**src/rtl/pe_edge_drain.sv**
```systemverilog
// -----------------------------------------------------------------------------
// pe_pkg / pe_edge_drain
//
// Right-edge drain of a systolic PE row. While ARMED it captures a requested
// number of computed words (every opcode except OPCD_PASS) from the last PE's
// right output. The words go into a FIFO that the host reads over a
// valid/ready port. The array never stalls, so a word that arrives at a full
// FIFO is dropped and recorded in a sticky overflow flag.
//
// Optional feature macro: PE_DRAIN_OVF_CNT_EN. When it is defined, the block
// adds the ovf_cnt port and a 16-bit saturating count of dropped words.
//
// Ports:
//   clk, rst_n      clock, asynchronous active-low reset
//   left            dbus_t stream from the last PE's right output
//   start, count    arm a capture of `count` words (honoured only in IDLE)
//   busy            high in ARMED or DRAIN
//   done            one-cycle pulse after DRAIN->IDLE
//   m_valid/m_ready host handshake for the FIFO head
//   m_data, m_opcd  FIFO head word
//   fill            FIFO occupancy (0..DEPTH)
//   ovf_cnt         saturating dropped-word count (PE_DRAIN_OVF_CNT_EN only)
//   overflow        sticky: a qualifying word was dropped
// -----------------------------------------------------------------------------
package pe_pkg;
  localparam int unsigned PE_DW = 16;

  typedef enum logic [2:0] {
    OPCD_PASS = 3'd0,
    OPCD_MAC  = 3'd1,
    OPCD_ADD  = 3'd2,
    OPCD_MUL  = 3'd3,
    OPCD_LOAD = 3'd4,
    OPCD_OUT  = 3'd5
  } opcd_t;

  typedef struct packed {
    opcd_t             opcd;
    logic [PE_DW-1:0]  data;
  } dbus_t;
endpackage

module pe_edge_drain
  import pe_pkg::*;
#(
  parameter int unsigned DEPTH = 8,
  parameter int unsigned CW    = 16
) (
  input  logic                    clk,
  input  logic                    rst_n,
  input  dbus_t                   left,
  input  logic                    start,
  input  logic [CW-1:0]           count,
  output logic                    busy,
  output logic                    done,
  output logic                    m_valid,
  input  logic                    m_ready,
  output logic [PE_DW-1:0]        m_data,
  output opcd_t                   m_opcd,
  output logic [$clog2(DEPTH):0]  fill,
`ifdef PE_DRAIN_OVF_CNT_EN
  output logic [15:0]             ovf_cnt,
`endif
  output logic                    overflow
);

  localparam int unsigned AW = $clog2(DEPTH);
  localparam int unsigned FW = AW + 1;

  typedef enum logic [1:0] {
    S_IDLE,
    S_ARMED,
    S_DRAIN
  } state_t;

  state_t          r_state;
  state_t          w_state_nxt;

  dbus_t           r_mem [DEPTH];
  logic [AW-1:0]   r_wr_ptr;
  logic [AW-1:0]   r_rd_ptr;
  logic [FW-1:0]   r_fill;
  logic [CW-1:0]   r_remaining;
  logic            r_done;
  logic            r_overflow;

  logic            w_empty;
  logic            w_full;
  logic            w_pop;
  logic            w_qual;
  logic            w_push;
  logic            w_drop;
  logic            w_start_acc;
  logic            w_arm;
  logic            w_drain_exit;

  assign w_empty      = (r_fill == '0);
  assign w_full       = (r_fill == FW'(DEPTH));
  assign w_pop        = !w_empty && m_ready;
  assign w_qual       = (r_state == S_ARMED) && (left.opcd != OPCD_PASS);
  // A pop in the same cycle frees a slot, so a word arriving at a full FIFO
  // is still accepted when the host is reading.
  assign w_push       = w_qual && (!w_full || w_pop);
  assign w_drop       = w_qual && w_full && !w_pop;
  assign w_start_acc  = (r_state == S_IDLE) && start;
  assign w_arm        = w_start_acc && (count != '0);
  assign w_drain_exit = (r_state == S_DRAIN) && w_empty;

  // ---------------------------------------------------------------------------
  // Control FSM
  // ---------------------------------------------------------------------------
  always_ff @(posedge clk or negedge rst_n) begin
    if (!rst_n) begin
      r_state <= S_IDLE;
    end else begin
      r_state <= w_state_nxt;
    end
  end

  always_comb begin
    w_state_nxt = r_state;
    unique case (r_state)
      S_IDLE: begin
        if (start) begin
          w_state_nxt = (count != '0) ? S_ARMED : S_DRAIN;
        end
      end
      S_ARMED: begin
        if (w_qual && (r_remaining == CW'(1))) begin
          w_state_nxt = S_DRAIN;
        end
      end
      S_DRAIN: begin
        if (w_empty) begin
          w_state_nxt = S_IDLE;
        end
      end
      default: w_state_nxt = S_IDLE;
    endcase
  end

  // ---------------------------------------------------------------------------
  // Capture bookkeeping
  // ---------------------------------------------------------------------------
  always_ff @(posedge clk or negedge rst_n) begin
    if (!rst_n) begin
      r_remaining <= '0;
      r_overflow  <= 1'b0;
      r_done      <= 1'b0;
    end else begin
      r_done <= w_drain_exit;
      if (w_arm) begin
        r_remaining <= count;
      end else if (w_qual) begin
        r_remaining <= r_remaining - CW'(1);
      end
      if (w_arm) begin
        r_overflow <= 1'b0;
      end else if (w_drop) begin
        r_overflow <= 1'b1;
      end
    end
  end

`ifdef PE_DRAIN_OVF_CNT_EN
  logic [15:0] r_ovf_cnt;

  always_ff @(posedge clk or negedge rst_n) begin
    if (!rst_n) begin
      r_ovf_cnt <= '0;
    end else if (w_start_acc) begin
      r_ovf_cnt <= '0;
    end else if (w_drop && (r_ovf_cnt != '1)) begin
      r_ovf_cnt <= r_ovf_cnt + 16'd1;
    end
  end

  assign ovf_cnt = r_ovf_cnt;
`endif

  // ---------------------------------------------------------------------------
  // FIFO: storage is reset so that the head reads as zero out of reset.
  // Pointers are AW bits wide and wrap naturally because DEPTH is a power of two.
  // ---------------------------------------------------------------------------
  always_ff @(posedge clk or negedge rst_n) begin
    if (!rst_n) begin
      for (int unsigned i = 0; i < DEPTH; i++) begin
        r_mem[AW'(i)] <= '0;
      end
      r_wr_ptr <= '0;
      r_rd_ptr <= '0;
      r_fill   <= '0;
    end else begin
      if (w_push) begin
        r_mem[r_wr_ptr] <= left;
        r_wr_ptr        <= r_wr_ptr + AW'(1);
      end
      if (w_pop) begin
        r_rd_ptr <= r_rd_ptr + AW'(1);
      end
      unique case ({w_push, w_pop})
        2'b10:   r_fill <= r_fill + FW'(1);
        2'b01:   r_fill <= r_fill - FW'(1);
        default: r_fill <= r_fill;
      endcase
    end
  end

  assign busy     = (r_state != S_IDLE);
  assign done     = r_done;
  assign m_valid  = !w_empty;
  assign m_data   = r_mem[r_rd_ptr].data;
  assign m_opcd   = r_mem[r_rd_ptr].opcd;
  assign fill     = r_fill;
  assign overflow = r_overflow;

endmodule

```
**config.mk**
```make
export PLATFORM = sky130hd
export DESIGN_NAME = pe_edge_drain
export DESIGN_NICKNAME = d
export VERILOG_FILES = /design/src/rtl/pe_edge_drain.sv
export SDC_FILE = /design/constraint.sdc
export NUM_CORES = 1
export LEC_CHECK = 0
export CAP_MARGIN = 20
export CORE_MARGIN = 5
export CORE_UTILIZATION = 58
export DETAILED_ROUTE_END_ITERATION = 6
export PLACE_DENSITY = 0.79
export REMOVE_ABC_BUFFERS = 1
export SYNTH_ARGS = -nofsm -noshare
export SYNTH_HDL_FRONTEND = slang
export SYNTH_SLANG_ARGS = --single-unit
```
**constraint.sdc**
```tcl
create_clock -name clk -period 5.55 [get_ports clk]
set_clock_uncertainty 0.15 [all_clocks]
set_input_delay 1.11 -clock clk [delete_from_list [all_inputs] [get_ports clk]]
set_output_delay 1.11 -clock clk [all_outputs]
set_load 0.005 [all_outputs]
```
Word-level counts from Yosys, hierarchy flattened. Index checks and enable logic that the tools add are counted.

Bitwise logic cells: 2. Equality and inequality tests: 9. Add/sub/neg operators: 5. Reduce and logical (&&, ||, !) cells: 23. Multiplexer cells: 16. Magnitude comparators: 3.

Operator list (number): $bwmux W152 (1); $bmux W19 S3 (1); $demux W19 S3 (1); $mux W19 (3); $mux W16 (2); $eq A16 B1 Y1 const B (1); $reduce_bool A16 Y1 (1); $sub A16 B1 Y16 const B (1); $logic_and A1 B1 Y1 (10); $ge A4 B4 Y1 const B (2); $mux W2 (4); $not A3 Y4 (2); $pmux W4 S2 (1); $reduce_bool A2 Y1 (4); $add A3 B1 Y3 const B (2); $pmux W2 S3 (1); $add A4 B1 Y4 const B (1); $eq A2 B1 Y1 const B (2); $eq A2 B2 Y1 const B (2); $eq A4 B4 Y1 const B (1); $logic_not A4 Y1 (1); $lt A4 B1 Y1 const B (1); $ne A2 B2 Y1 const B (2); $sub A4 B1 Y4 const B (1); 7 further kinds (10).

Bits of input ports: 39. Output and inout bits: 27. Word-level logic and storage cells: 81. Register bits after elaboration: 182.

Longest topological paths before layout.
Depth in word-level cells: 7. Mapped depth: 11. Mapped depth without buffers: 11.

Worst setup path before layout. Ideal clock, no wire load.

Path kind: input to register. Start point: in left[17] (netlist name). End point: reg r_fill[2], in the netlist fill[2]. Slack: 2217 ps. Data arrival time: 3055 ps. Path buffers: 1. Stages: 11. Cell sequence: buf_4 nor3_1 nor2_1 nand2_1 ha_1 xor2_1 ha_1 a21oi_1 xor2_1 nor2_1 xor2_1.

Cells in the longest elaborated chain, start to end: 5.

Ends and longest elaborated chain: from (decl) (line 51) `input dbus_t left,`; $reduce_bool A3 Y1 (*) (line 100) `assign w_qual = (r_state == S_ARMED) && (left.opcd != OPCD_PASS);`; $logic_and A1 B1 Y1 (*) (line 100); $logic_and A1 B1 Y1 (*) (line 103) `assign w_push = w_qual && (!w_full || w_pop);`; $eq A2 B1 Y1 / $eq A2 B2 Y1 (equally long branches) (line 201) `unique case ({w_push, w_pop})`; $pmux W4 S2 / $reduce_bool A2 Y1 (equally long branches); to (signal assigned) (line 202) `2'b10: r_fill <= r_fill + FW'(1);`; to (signal assigned) (line 203) `2'b01: r_fill <= r_fill - FW'(1);`; to (signal assigned) (line 204) `default: r_fill <= r_fill;`; to (decl) (line 82) `logic [FW-1:0] r_fill;`.

Every way passes the cells marked *; elsewhere a longest branch is shown, timed or not. A chain may end at the register's enable or synchronous reset.

Worst setup path in the final report.
Start point: reg r_rd_ptr[0]. End point: out m_data[7].

Cells in the longest elaborated chain, start to end: 4.

Ends and longest elaborated chain: from (decl) (line 81) `logic [AW-1:0] r_rd_ptr;`; from (signal assigned) (line 199) `r_rd_ptr <= r_rd_ptr + AW'(1);`; $not A3 Y4 (not written as such) (line 212) `assign m_data = r_mem[r_rd_ptr].data;`; $bmux W19 S3 (line 212); $mux W19 (2 in a row); to (decl) (line 58) `output logic [PE_DW-1:0] m_data,`.

No other way between the ends. The select of a mux whose other input is x is not followed.

==> results.json <==
{
  "nets": 694,
  "drive_above_1_share_pct": 40.7,
  "rsz0062_at_grt": "false",
  "avgSynthCellArea_um2": 15.3,
  "setup_violations": 0,
  "area_growth_syn_to_layout_pct": 15.3,
  "vias_per_cell": 6.37,
  "cp-end-kind": "primary output",
  "synth_edf_count": 0,
  "place_congestion": 0.951,
  "critPathArrivalTime_ns": 2.86,
  "htreeDepth": 4,
  "root_buffer": "clkbuf_16",
  "path_class": "register to primary output",
  "clock_tree.buffer_depth": 2,
  "drc": 0,
  "synth_ff_type": "dfrtp_1",
  "async_flop_share_pct": 100,
  "slew_headroom_pct": 27.6,
  "clkTransAtPathRegs_ns": 0.06,
  "core_um2": 15100,
  "period_share_pct": 74.2,
  "cts_setup_buffers": 0,
  "max_freq_ghz": 0.243,
  "wire_per_inst_um": 22.8,
  "firstDrtPassIters": 5,
  "fin_util_pct": 67.9,
  "synth.ff_latch_count": 182,
  "drv_slew": 0,
  "crit_required_ns": 4.29,
  "dieArea_um2": 18000,
  "ys_warn_count": 0,
  "yosysUniqueCellTypes": 58,
  "netlist_area_um2": 8920,
  "cts_hold_buffers": 0,
  "critical_path_peak_fanout": 21,
  "die_w_um": 134,
  "multi_input_area_um2": 4060,
  "tns_ns": 0,
  "cts.sinks": 182,
  "worstSkewPairLatency_ns": 0.42,
  "yosys.area.top_type": "dfrtp_1",
  "grt_pass1_wl_um": 31900,
  "wl_um": 19300,
  "ir_worst_vdd_mv": 0.343,
  "io_pins": 66,
  "power_density_nw_per_um2": 655,
  "grt_pass1_vias": 5975,
  "overflow": 0,
  "synth_cells": 585,
  "max_cap_violations": 0,
  "portBuffers": 65,
  "cts-resized-gates": 0,
  "grt_max_degree": 104,
  "yosysSeqAreaShare_pct": 51.0,
  "vias": 5405,
  "hold_class": "register to register",
  "antenna_found_initial": 0,
  "seq_area_um2": 4560,
  "grt_util_all_layers_pct": 22.6,
  "die_h_um": 134,
  "worst-slew-pin-transition_ns": 1.08,
  "worstSetupStartpointType": "register",
  "synth.top_cell.area_share_pct": 51.0,
  "drt_iter0_drc": 408,
  "initial_core_util_pct": 58.9,
  "finalHoldViolations": 0,
  "tritoncts": "yes",
  "antenna_cells": 0,
  "layout_commonest_cell": "dfrtp_1",
  "cts_buffers": 17,
  "ant_nets": 0,
  "placementRows": 45,
  "finalCriticalPeriod_ns": 4.12,
  "most-common-layout-cells": "dfrtp_1, mux2_2, clkdlybuf4s50_1",
  "n_fill_cell": 1002,
  "dp_hpwl_um": 12400,
  "power.leakage_nw": 4.35,
  "outcome": "complete, no violations",
  "synth_area_leaders": "dfrtp_1, mux2_2, mux4_2",
  "hold_ws_ns": 0.351
}
sequential cells by signal, indices dropped and copies added, names as in the netlist:
| signal | count |
|---|---|
| done | 1 |
| fill | 4 |
| overflow | 1 |
| r_mem | 152 |
| r_rd_ptr | 3 |
| r_remaining | 16 |
| r_state | 2 |
| r_wr_ptr | 3 |
per-stage QoR:
| step | instances | power [mW] | setup WS, ns | cell area (µm²) |
|---|---|---|---|---|
| after floorplan | 550 | 4.40 | 1.73 | 8640 |
| after global routing | 849 | 7.12 | 1.26 | 10300 |
| after detailed placement | 817 | 5.52 | 1.21 | 9680 |
| after global placement | 816 | 5.31 | 1.34 | 9650 |
| after CTS | 849 | 6.79 | 1.36 | 10300 |
| final | 849 | 6.74 | 1.43 | 10300 |
path summary, 6_finish.rpt:
| kind | from | endpoint | slack, ns | cells past startpoint |
|---|---|---|---|---|
| min in group asynchronous | rst_n | r_mem[146] | 0.67 | 1 |
| hold reg to reg | r_mem[27] | r_mem[27] | 0.35 | 1 |
| hold / removal | r_mem[27] | r_mem[27] | 0.35 | 1 |
| max in group asynchronous | rst_n | r_mem[96] | 3.44 | 2 |
| setup / recovery | r_rd_ptr[0] | m_data[7] | 1.43 | 4 |
| setup reg to reg | fill[1] | r_mem[48] | 2.54 | 5 |
synth_stat cells (all sizes together) (8+ instances only):
| cell | count |
|---|---|
| a221o | 9 |
| buf | 24 |
| clkbuf | 11 |
| dfrtp | 182 |
| inv | 8 |
| mux2 | 174 |
| mux4 | 38 |
| nand2 | 10 |
| nand3 | 8 |
| nor2 | 11 |
| nor4 | 16 |
per-layer routing:
| metal | GRT usage, % | routed length, µm | up-vias |
|---|---|---|---|
| li1 | - | - | 2366 |
| met1 | 30.9 | 8410 | 2849 |
| met2 | 36.9 | 9740 | 166 |
| met3 | 5.33 | 902 | 24 |
| met4 | 5.88 | 278 | 0 |
| met5 | 0 | 0 | - |
cell type report:
type                       instances  share of cell area [%]
timing repair buffer              79                    7.80
multi-input combinational        360                    39.4
tap                              188                    2.29
clock inverter                    12                    1.47
inverter                           8                   0.292
sequential                       182                    44.3
clock buffer                      20                    4.44
critical path, stage by stage (launching register included):
cell	delay, ns
dfrtp_2	0.85
buf_12	0.29
mux4_2	0.52
mux2_2	0.28
clkdlybuf4s50_1	0.48
cells by family (layout without fill, tap and decap cells):
logic type / Yosys count / after routing / share of synthesized area (%)
muxes: 214 / 214 / 33.5
DFF: 182 / 182 / 51.0
and+or+nand+nor: 89 / 89 / 6.58
buffers and inverters: 43 / 119 / 3.51
AOI/OAI and AO/OA: 40 / 40 / 3.46
xor gates and xnor gates: 10 / 10 / 0.981
adders and majority gates: 7 / 7 / 0.981
report_power, final:
part | switching [mW] | total, mW | leakage, nW | internal (mW)
Clock | 0.503 | 1.24 | 0.296 | 0.733
Combinational | 1.03 | 2.95 | 1.88 | 1.92
Sequential | 0.551 | 2.56 | 2.17 | 2.01
Total | 2.08 | 6.74 | 4.35 | 4.66
No activity file was read; power rests on OpenSTA's default activity.
